===== src/rtl/cpu_pkg.sv =====
// Shared CPU definitions: default register-file geometry, address/data types
// and the zero-register helper used by the register file and its scoreboard.
package cpu_pkg;

  localparam int DATA_W_DEF   = 8;
  localparam int NUM_REGS_DEF = 8;
  localparam int ADDR_W_DEF   = $clog2(NUM_REGS_DEF);
  localparam bit ZERO_REG_DEF = 1'b1;

  typedef logic [ADDR_W_DEF-1:0] reg_addr_t;
  typedef logic [DATA_W_DEF-1:0] data_t;

  // Address is passed zero-extended so one helper serves every file geometry.
  function automatic logic is_zero_reg(input bit zero_en, input logic [31:0] addr);
    logic hit;
    if (zero_en && (addr == 32'd0)) begin
      hit = 1'b1;
    end else begin
      hit = 1'b0;
    end
    return hit;
  endfunction

endpackage


===== src/rtl/rf_scoreboard.sv =====
// Per-register busy tracking: issue grant, busy count and per-read-port
// readiness, including the write-back bypass that makes a busy register ready.
module rf_scoreboard
  import cpu_pkg::*;
#(
  parameter int NUM_REGS = NUM_REGS_DEF,
  parameter int ADDR_W   = $clog2(NUM_REGS),
  parameter int NUM_RD   = 2,
  parameter bit ZERO_REG = ZERO_REG_DEF
) (
  input  logic                     clk,
  input  logic                     rst,
  input  logic [NUM_RD*ADDR_W-1:0] rd_addr,
  output logic [NUM_RD-1:0]        rd_rdy,
  input  logic                     iss_en,
  input  logic [ADDR_W-1:0]        iss_addr,
  output logic                     iss_ok,
  input  logic                     wr_en,
  input  logic [ADDR_W-1:0]        wr_addr,
  output logic [ADDR_W:0]          busy_cnt
);

  logic [NUM_REGS-1:0] busy;
  logic [NUM_REGS-1:0] busy_next;
  logic [ADDR_W:0]     cnt_next;
  logic                wr_zero;
  logic                iss_zero;
  logic                wr_fire;
  logic                iss_fire;
  logic                set_new;
  logic                clr_old;

  // Grant and fire decode; a retiring write frees its register for reuse.
  always_comb begin
    wr_zero  = is_zero_reg(ZERO_REG, 32'(wr_addr));
    iss_zero = is_zero_reg(ZERO_REG, 32'(iss_addr));
    wr_fire  = wr_en && !wr_zero;
    if (iss_zero) begin
      iss_ok = 1'b1;
    end else begin
      iss_ok = !busy[iss_addr] || (wr_en && (wr_addr == iss_addr));
    end
    iss_fire = iss_en && iss_ok && !iss_zero;
  end

  // Next busy vector: the clear is applied first so a same-cycle issue wins.
  always_comb begin
    busy_next = busy;
    if (wr_fire) begin
      busy_next[wr_addr] = 1'b0;
    end else begin
      busy_next[wr_addr] = busy[wr_addr];
    end
    if (iss_fire) begin
      busy_next[iss_addr] = 1'b1;
    end else begin
      busy_next[iss_addr] = busy_next[iss_addr];
    end
  end

  // Count delta mirrors real 0->1 / 1->0 transitions, so it cannot underflow.
  always_comb begin
    set_new = iss_fire && !busy[iss_addr];
    clr_old = wr_fire && busy[wr_addr] && !(iss_fire && (iss_addr == wr_addr));
    case ({set_new, clr_old})
      2'b10:   cnt_next = busy_cnt + {{ADDR_W{1'b0}}, 1'b1};
      2'b01:   cnt_next = busy_cnt - {{ADDR_W{1'b0}}, 1'b1};
      default: cnt_next = busy_cnt;
    endcase
  end

  // Per-port readiness: bypassed write-back or register not reserved.
  always_comb begin
    rd_rdy = {NUM_RD{1'b0}};
    for (int p = 0; p < NUM_RD; p++) begin
      if (wr_fire && (wr_addr == rd_addr[p*ADDR_W +: ADDR_W])) begin
        rd_rdy[p] = 1'b1;
      end else begin
        rd_rdy[p] = !busy[rd_addr[p*ADDR_W +: ADDR_W]];
      end
    end
  end

  // Busy vector and count registers.
  always_ff @(posedge clk) begin
    if (rst) begin
      busy     <= {NUM_REGS{1'b0}};
      busy_cnt <= {(ADDR_W+1){1'b0}};
    end else begin
      busy     <= busy_next;
      busy_cnt <= cnt_next;
    end
  end

endmodule


===== src/rtl/reg_file_sb.sv =====
// Parametrised register file with per-port write-back forwarding, an optional
// hard-wired zero register, a raw debug read port and a hazard scoreboard.
module reg_file_sb
  import cpu_pkg::*;
#(
  parameter int DATA_W   = DATA_W_DEF,
  parameter int NUM_REGS = NUM_REGS_DEF,
  parameter int ADDR_W   = $clog2(NUM_REGS),
  parameter int NUM_RD   = 2,
  parameter bit ZERO_REG = ZERO_REG_DEF
) (
  input  logic                     clk,
  input  logic                     rst,
  input  logic [NUM_RD*ADDR_W-1:0] rd_addr,
  output logic [NUM_RD*DATA_W-1:0] rd_data,
  output logic [NUM_RD-1:0]        rd_rdy,
  input  logic                     iss_en,
  input  logic [ADDR_W-1:0]        iss_addr,
  output logic                     iss_ok,
  input  logic                     wr_en,
  input  logic [ADDR_W-1:0]        wr_addr,
  input  logic [DATA_W-1:0]        wr_data,
  input  logic [ADDR_W-1:0]        dbg_addr,
  output logic [DATA_W-1:0]        dbg_data,
  output logic [ADDR_W:0]          busy_cnt
);

  logic [DATA_W-1:0] regs [NUM_REGS];
  logic              wr_fire;

  // Writes to the zero register are dropped everywhere, including forwarding.
  always_comb begin
    wr_fire = wr_en && !is_zero_reg(ZERO_REG, 32'(wr_addr));
  end

  // Storage array.
  always_ff @(posedge clk) begin
    if (rst) begin
      for (int r = 0; r < NUM_REGS; r++) begin
        regs[r] <= {DATA_W{1'b0}};
      end
    end else if (wr_fire) begin
      regs[wr_addr] <= wr_data;
    end else begin
      regs[wr_addr] <= regs[wr_addr];
    end
  end

  // Read muxes: every port independently sees this cycle's write-back data.
  always_comb begin
    rd_data = {(NUM_RD*DATA_W){1'b0}};
    for (int p = 0; p < NUM_RD; p++) begin
      if (is_zero_reg(ZERO_REG, 32'(rd_addr[p*ADDR_W +: ADDR_W]))) begin
        rd_data[p*DATA_W +: DATA_W] = {DATA_W{1'b0}};
      end else if (wr_fire && (wr_addr == rd_addr[p*ADDR_W +: ADDR_W])) begin
        rd_data[p*DATA_W +: DATA_W] = wr_data;
      end else begin
        rd_data[p*DATA_W +: DATA_W] = regs[rd_addr[p*ADDR_W +: ADDR_W]];
      end
    end
  end

  // Display path shows the stored value only, never the bypass.
  always_comb begin
    dbg_data = regs[dbg_addr];
  end

  rf_scoreboard #(
    .NUM_REGS (NUM_REGS),
    .ADDR_W   (ADDR_W),
    .NUM_RD   (NUM_RD),
    .ZERO_REG (ZERO_REG)
  ) u_sb (
    .clk      (clk),
    .rst      (rst),
    .rd_addr  (rd_addr),
    .rd_rdy   (rd_rdy),
    .iss_en   (iss_en),
    .iss_addr (iss_addr),
    .iss_ok   (iss_ok),
    .wr_en    (wr_en),
    .wr_addr  (wr_addr),
    .busy_cnt (busy_cnt)
  );

endmodule


===== config.mk =====
export PLATFORM = sky130hd
export DESIGN_NAME = reg_file_sb
export DESIGN_NICKNAME = d
export VERILOG_FILES = /design/src/rtl/cpu_pkg.sv /design/src/rtl/rf_scoreboard.sv /design/src/rtl/reg_file_sb.sv
export SDC_FILE = /design/constraint.sdc
export NUM_CORES = 1
export LEC_CHECK = 0
export ABC_AREA = 1
export CORE_ASPECT_RATIO = 1.2
export CORE_MARGIN = 4
export CORE_UTILIZATION = 60
export DETAILED_ROUTE_END_ITERATION = 16
export HOLD_SLACK_MARGIN = 0.03
export PLACE_DENSITY_LB_ADDON = 0.15
export RECOVER_POWER = 50
export SLEW_MARGIN = 20
export SYNTH_ARGS = -nofsm -noshare
export SYNTH_HDL_FRONTEND = slang
export SYNTH_SLANG_ARGS = --single-unit

===== constraint.sdc =====
create_clock -name clk -period 4 [get_ports clk]
set_input_delay 0.8 -clock clk [delete_from_list [all_inputs] [get_ports clk]]
set_output_delay 0.8 -clock clk [all_outputs]
set_load 0.05 [all_outputs]

# --- Word level (Yosys, flattened, before mapping) ---
# Memories as Yosys holds them, arrays and structs flattened.
# Index checks and enable logic that the tools add are counted.
op_classes:
  add_sub_neg: 2
  order_cmp: 6
  n_eq_ne: 7
  mux: 42
  bitwise_logic: 4
  n_reduce_logical: 26
ops:
  columns: ["operator", "n"]
  rows:
  - ["8-bit 2-to-1 mux", 8]
  - ["1-bit 2-to-1 mux", 23]
  - ["8-bit bitwise mux", 2]
  - ["3-bit by 4-bit less-than comparator with 1-bit output (second input constant)", 4]
  - ["1-bit binary-select mux with 3-bit select", 5]
  - ["3-bit equality test", 4]
  - ["1-bit logical AND", 12]
  - ["3-bit logical NOT", 4]
  - ["8-bit bitwise AND", 1]
  - ["8-bit inverter", 1]
  - ["8-bit bitwise OR", 1]
  - ["4-bit case mux with 2 select lines", 1]
  - ["8-bit OR reduction", 1]
  - ["1-bit demux with 3-bit select", 2]
  - ["3-bit by 1-bit greater-or-equal comparator with 1-bit output (second input constant)", 2]
  - ["1-bit logical NOT", 6]
  - ["4-bit by 1-bit adder with 4-bit output (second input constant)", 1]
  - ["4-bit by 1-bit subtractor with 4-bit output (second input constant)", 1]
  - ["3-bit 2-to-1 mux", 1]
  - ["2-bit by 1-bit equality test with 1-bit output (second input constant)", 1]
  - ["2-bit equality test (second input constant)", 1]
  - ["2-bit AND reduction", 1]
  - ["2-bit nonzero test", 1]
  - ["1-bit logical OR", 1]
  - ["2 further kinds", 2]
word_totals:
  ff_bits: 12
  ram_bits: 64
  in_bits: 27
  mem_count: 1
mem_list:
  columns: ["name", "words", "word_bits", "rd", "rd_clocked_by_memory_dff", "wr", "line", "source"]
  rows:
  - ["regs", 8, 8, 3, 0, 8, "reg_file_sb.sv:28", "logic [DATA_W-1:0] regs [NUM_REGS];"]

# --- Depth between registers and ports, before layout ---
depth:
  word_depth: 12
  ltp_mapped: 19
  ltp_nobuf: 18

# --- By module ---
# A second synthesis with hierarchy kept.
unflattened:
  cells_unflattened: 851
  area_unflattened_um2: 5706.7
by_module_without_submodules:
  columns: ["module", "n_inst", "cells_per_inst", "area_each_um2", "seq_area_each_um2"]
  rows:
  - ["reg_file_sb", 1, 642, 4483.0, 1921.8]
  - ["rf_scoreboard", 1, 209, 1223.7, 240.2]

# --- Least setup slack after synthesis ---
# OpenSTA, ideal clock, no wires.
synth_timing:
  path_kind: "in2out"
  from: "input wr_addr[2]"
  to: "output rd_data[14]"
  t_arrival_ps: 2442
  required_time_ps: 3200
  path_slack_ps: 758
  path_stages: 10
  n_path_buf: 3
  path_cell_list: "buf_6 -> nor2_2 -> nand2_2 -> nand2_2 -> buf_6 -> a21oi_4 -> nand2_4 -> buf_8 -> o21ai_2 -> a31oi_1"
synth_between:
  elab_chain_len: 7
synth_lines:
  columns: ["item", "line", "source"]
  rows:
  - ["start: declaration", "reg_file_sb.sv:21", "input logic [ADDR_W-1:0] wr_addr,"]
  - ["3-bit logical NOT", "cpu_pkg.sv:16", "if (zero_en && (addr == 32'd0)) begin"]
  - ["1-bit 2-to-1 mux", "cpu_pkg.sv:16", null]
  - ["1-bit logical NOT", "reg_file_sb.sv:33", "wr_fire = wr_en && !is_zero_reg(ZERO_REG, 32'(wr_addr));"]
  - ["1-bit logical AND", "reg_file_sb.sv:33", null]
  - ["1-bit logical AND (*)", "reg_file_sb.sv:55", "end else if (wr_fire && (wr_addr == rd_addr[p*ADDR_W +: ADDR_W])) begin"]
  - ["8-bit 2-to-1 mux (*)", "reg_file_sb.sv:55", null]
  - ["8-bit 2-to-1 mux (*)", "reg_file_sb.sv:53", "if (is_zero_reg(ZERO_REG, 32'(rd_addr[p*ADDR_W +: ADDR_W]))) begin"]
  - ["end: declaration", "reg_file_sb.sv:15", "output logic [NUM_RD*DATA_W-1:0] rd_data,"]
# Mark *: on every way between the ends. The rest lies on a longest branch, timed or not.

# --- Final worst setup path ---
layout_timing:
  from: "input wr_addr[0]"
  to: "output rd_data[5]"
# The elaborated chain is that of the path after synthesis.

==> results.cfg <==
[worst_setup_path]
worst_setup_path_start_kind = input pin
crit_top_cell = sky130_fd_sc_hd__inv_1
timing.critical_path.slowest_cell_delay_ns = 0.72
cp_num_buf_inv = 4
timing.critical_path.required_ns = 3.20
critPathMaxFanout = 17
critical_path.cell_chain = dlygate4sd3_1, inv_1, nand2_1, nand2_2, inv_1, nand4_4, o21ai_0, a31oi_2, buf_12
crit_family = buffers and inverters
endpoint_kind = output pin
library_cell_contributing_the_largest_single_delay_on_the_critical_path = sky130_fd_sc_hd__dlygate4sd3_1
worst-endpoint-arrival_ns = 3.01
timing_worst_setup_path_type = input pin to output pin

[job]
maxCapViolations = 0

[sta]
slew_viols_final = 0
timing.final.crit_share_pct = 95.2
finClkSkew_ns = 0.0112
highest_clock_rate_ghz = 0.263
hold_viol_final = 0
timing.hold.ws_ns = 0.520
finalWorstPathRequiredPeriod_ns = 3.81
setup_viol = 0
tightest_slew_ns = 0.650
timing.max_slew.rel_slack_pct = 56.6
grt_setup_unrepaired = no
tns_ns = 0

[cells_and_area]
fill_cells = 696
final_area_sq_mm = 0.00641
multi_input_area_sq_mm = 0.00266
num_antenna_cells = 0
area.sequential_sq_mm = 0.00216
area.growth.synth_to_final_pct = 20.4
drive_gt1_share_pct = 10.5
finish.net_count = 813
final_cell_count_no_fill = 904

[logic_synthesis]
synth.top_cell.area_share_pct = 36.1
ys_async_sr_fraction_pct = 0
synth.cell_area_sq_mm = 0.00533
cell_type_with_the_highest_aggregate_area_in_the_netlist = sky130_fd_sc_hd__edfxtp_1
post_synth.cell_area_avg_sq_um = 7.33
synth_most_common_cell = sky130_fd_sc_hd__o21ai_0
ys_top_cells_by_area = sky130_fd_sc_hd__edfxtp_1 36%, sky130_fd_sc_hd__o21ai_0 11%, sky130_fd_sc_hd__nor2_1 7.8%
synth-edff-count = 64
netlist_instances = 727
synth-main-ff-cell = sky130_fd_sc_hd__edfxtp_1
ys_ff_latch = 76
yosysWarningCount = 0
synthDistinctLibCells = 36
netlist_top_cells_count = 117 x sky130_fd_sc_hd__o21ai_0, 111 x sky130_fd_sc_hd__nor2_1, 92 x sky130_fd_sc_hd__nand2_1
synth-seq-area-share_pct = 40.6

[floorplanning]
die_area_sq_mm = 0.0105
ios = 58
die-height_um = 111
die-width_um = 94.0
rows = 37
initial_core_util_pct = 61.9
core_region_area_sq_mm = 0.00861

[grt]
initial_antenna_violation_count = 0
grt.overflow.total = 0
pin_count_of_the_biggest_net_entering_global_routing = 36
grt.total_usage_pct = 36.2
first_global_vias = 5621
grt_first_pass_wirelength_um = 29100

[drt]
first_pass_iters = 7
detailedRoute.firstIterationViolations = 1024
drt_drc_violations_left = 0
postRouteWirelength_um = 18200
num_vias = 5854
drt-vias-per-instance = 6.48
drt.antenna.violating_nets = 0
route.detailed.wl_per_inst_um = 20.2

[pwr]
power.density_cell_area_mw_per_mm2 = 351
vdd_ir_drop_max_v = 0.000192
power.leakage_nw = 2.63

[cts]
latest_clock_arrival_within_the_worst_skew_pair_ns = 0.36
worst_setup_hold_path_clk_slew_ns = 0.08
clock_sink_count = 76
holdBufCountCts = 0
worst_case_clock_buffer_depth = 2
tritoncts.num_buffers = 9
tritoncts = done
post-cts-setup-buffer-count = 0
ctsRootBufferMaster = sky130_fd_sc_hd__clkbuf_8
cts.htree.levels = 3
cts-resized-gates = 0

[place]
hpwlAfterDp_um = 13400
final_replace_weighted_congestion = 0.990
port-buffer-count = 57
place_area_sq_mm = 0.00627
placed_cells = 889

[outcome]
status = finished, final reports clean

[worst_hold_path]
min-delay-path-class = flip-flop to flip-flop
routing by layer:
metal | GRT usage [%] | vias to the layer above | share of wire, %
li1 | - | 2616 | -
met1 | 43.6 | 2610 | 34
met2 | 58.9 | 494 | 48
met3 | 6.59 | 134 | 10
met4 | 22.4 | 0 | 7.8
met5 | 0 | - | 0
power breakdown:
| group | switching, mW | total (mW) | internal (mW) |
|---|---|---|---|
| logic | 0.458 | 0.723 | 0.266 |
| registers | 0.0379 | 0.947 | 0.909 |
| clock network | 0.297 | 0.582 | 0.284 |
| total | 0.793 | 2.25 | 1.46 |
flip-flops by register name (all words and copies together) (netlist names):
signal         cells
u_sb.busy_cnt      4
u_sb.busy          8
regs              64
worst paths after layout:
| kind | start | to | slack [ns] | depth (start not counted) |
|---|---|---|---|---|
| worst max-delay path | wr_addr[0] | rd_data[5] | 0.19 | 9 |
| worst max register to register | u_sb.busy[1]$_SDFF_PP0_ | u_sb.busy_cnt[2]$_SDFFE_PP0P_ | 1.42 | 15 |
| worst min-delay path | u_sb.busy_cnt[0]$_SDFFE_PP0P_ | u_sb.busy_cnt[0]$_SDFFE_PP0P_ | 0.52 | 1 |
| worst min register to register | u_sb.busy_cnt[0]$_SDFFE_PP0P_ | u_sb.busy_cnt[0]$_SDFFE_PP0P_ | 0.52 | 1 |
through the flow:
step	worst slack (ns)	util [%]	power [mW]
detailed placement	0.157	72.9	1.68
finish	0.192	74.5	2.25
floorplan	0.758	-	1.37
global route	0.0882	74.5	2.34
global placement	0.240	72.9	1.66
CTS	0.137	75.1	2.24
kinds of logic (layout without fill, tap and decap cells):
family | count (synthesis) | after routing | share of synthesized area, %
AOI/OAI and AO/OA | 226 | 226 | 22.5
xor gates and xnor gates | 9 | 9 | 1.48
adders and majority gates | 3 | 3 | 0.705
buffers and inverters | 110 | 163 | 9.02
DFF | 76 | 76 | 40.6
other | 1 | 8 | 0.0704
and+or+nand+nor | 302 | 302 | 25.7
worst register-to-register path: stages (launching register included):
cell and delay, ns:
sky130_fd_sc_hd__dfxtp_1 0.43, sky130_fd_sc_hd__inv_1 0.13, sky130_fd_sc_hd__nand3_1 0.10, sky130_fd_sc_hd__nand2_1 0.08
sky130_fd_sc_hd__nor2_2 0.14, sky130_fd_sc_hd__nand3_1 0.15, sky130_fd_sc_hd__nand2_4 0.15, sky130_fd_sc_hd__o21ai_0 0.09
sky130_fd_sc_hd__inv_1 0.09, sky130_fd_sc_hd__ha_1 0.22, sky130_fd_sc_hd__xor2_1 0.29, sky130_fd_sc_hd__ha_1 0.22
sky130_fd_sc_hd__a21oi_1 0.05, sky130_fd_sc_hd__xor2_1 0.17, sky130_fd_sc_hd__o21ai_0 0.14, sky130_fd_sc_hd__inv_1 0.05
area by class of cell:
cell class | instances | share of cell area, %
clock inverters | 6 | 1.03
multi-input cells | 548 | 41.5
inverters | 65 | 3.81
well taps | 117 | 2.28
repair buffers | 83 | 15.7
flip-flops and latches | 76 | 33.7
clock buffers | 9 | 1.93
cells in the final DEF (no fill, tap or decap), types with 3 or more instances in the layout:
cell type	netlist	routed
sky130_fd_sc_hd__dfxtp_1	12	12
sky130_fd_sc_hd__buf_12	0	25
sky130_fd_sc_hd__a21oi_1	69	69
sky130_fd_sc_hd__ha_1	3	3
sky130_fd_sc_hd__o211ai_1	5	5
sky130_fd_sc_hd__a31oi_1	24	23
sky130_fd_sc_hd__nor2_1	111	112
sky130_fd_sc_hd__dlygate4sd3_1	0	7
sky130_fd_sc_hd__o22ai_1	7	7
sky130_fd_sc_hd__nand3_1	70	74
sky130_fd_sc_hd__clkinvlp_4	0	3
sky130_fd_sc_hd__o21ai_0	117	117
sky130_fd_sc_hd__inv_2	5	4
sky130_fd_sc_hd__nand4_1	7	11
sky130_fd_sc_hd__clkbuf_8	0	9
sky130_fd_sc_hd__buf_4	6	27
sky130_fd_sc_hd__nor2_2	3	3
sky130_fd_sc_hd__conb_1	1	8
sky130_fd_sc_hd__nand2_1	92	93
sky130_fd_sc_hd__inv_1	57	58
sky130_fd_sc_hd__clkinv_1	3	3
sky130_fd_sc_hd__xnor2_1	5	5
sky130_fd_sc_hd__clkdlybuf4s50_1	0	23
sky130_fd_sc_hd__xor2_1	4	4
sky130_fd_sc_hd__edfxtp_1	64	64
Note: power is estimated with default switching activity, not from simulation.
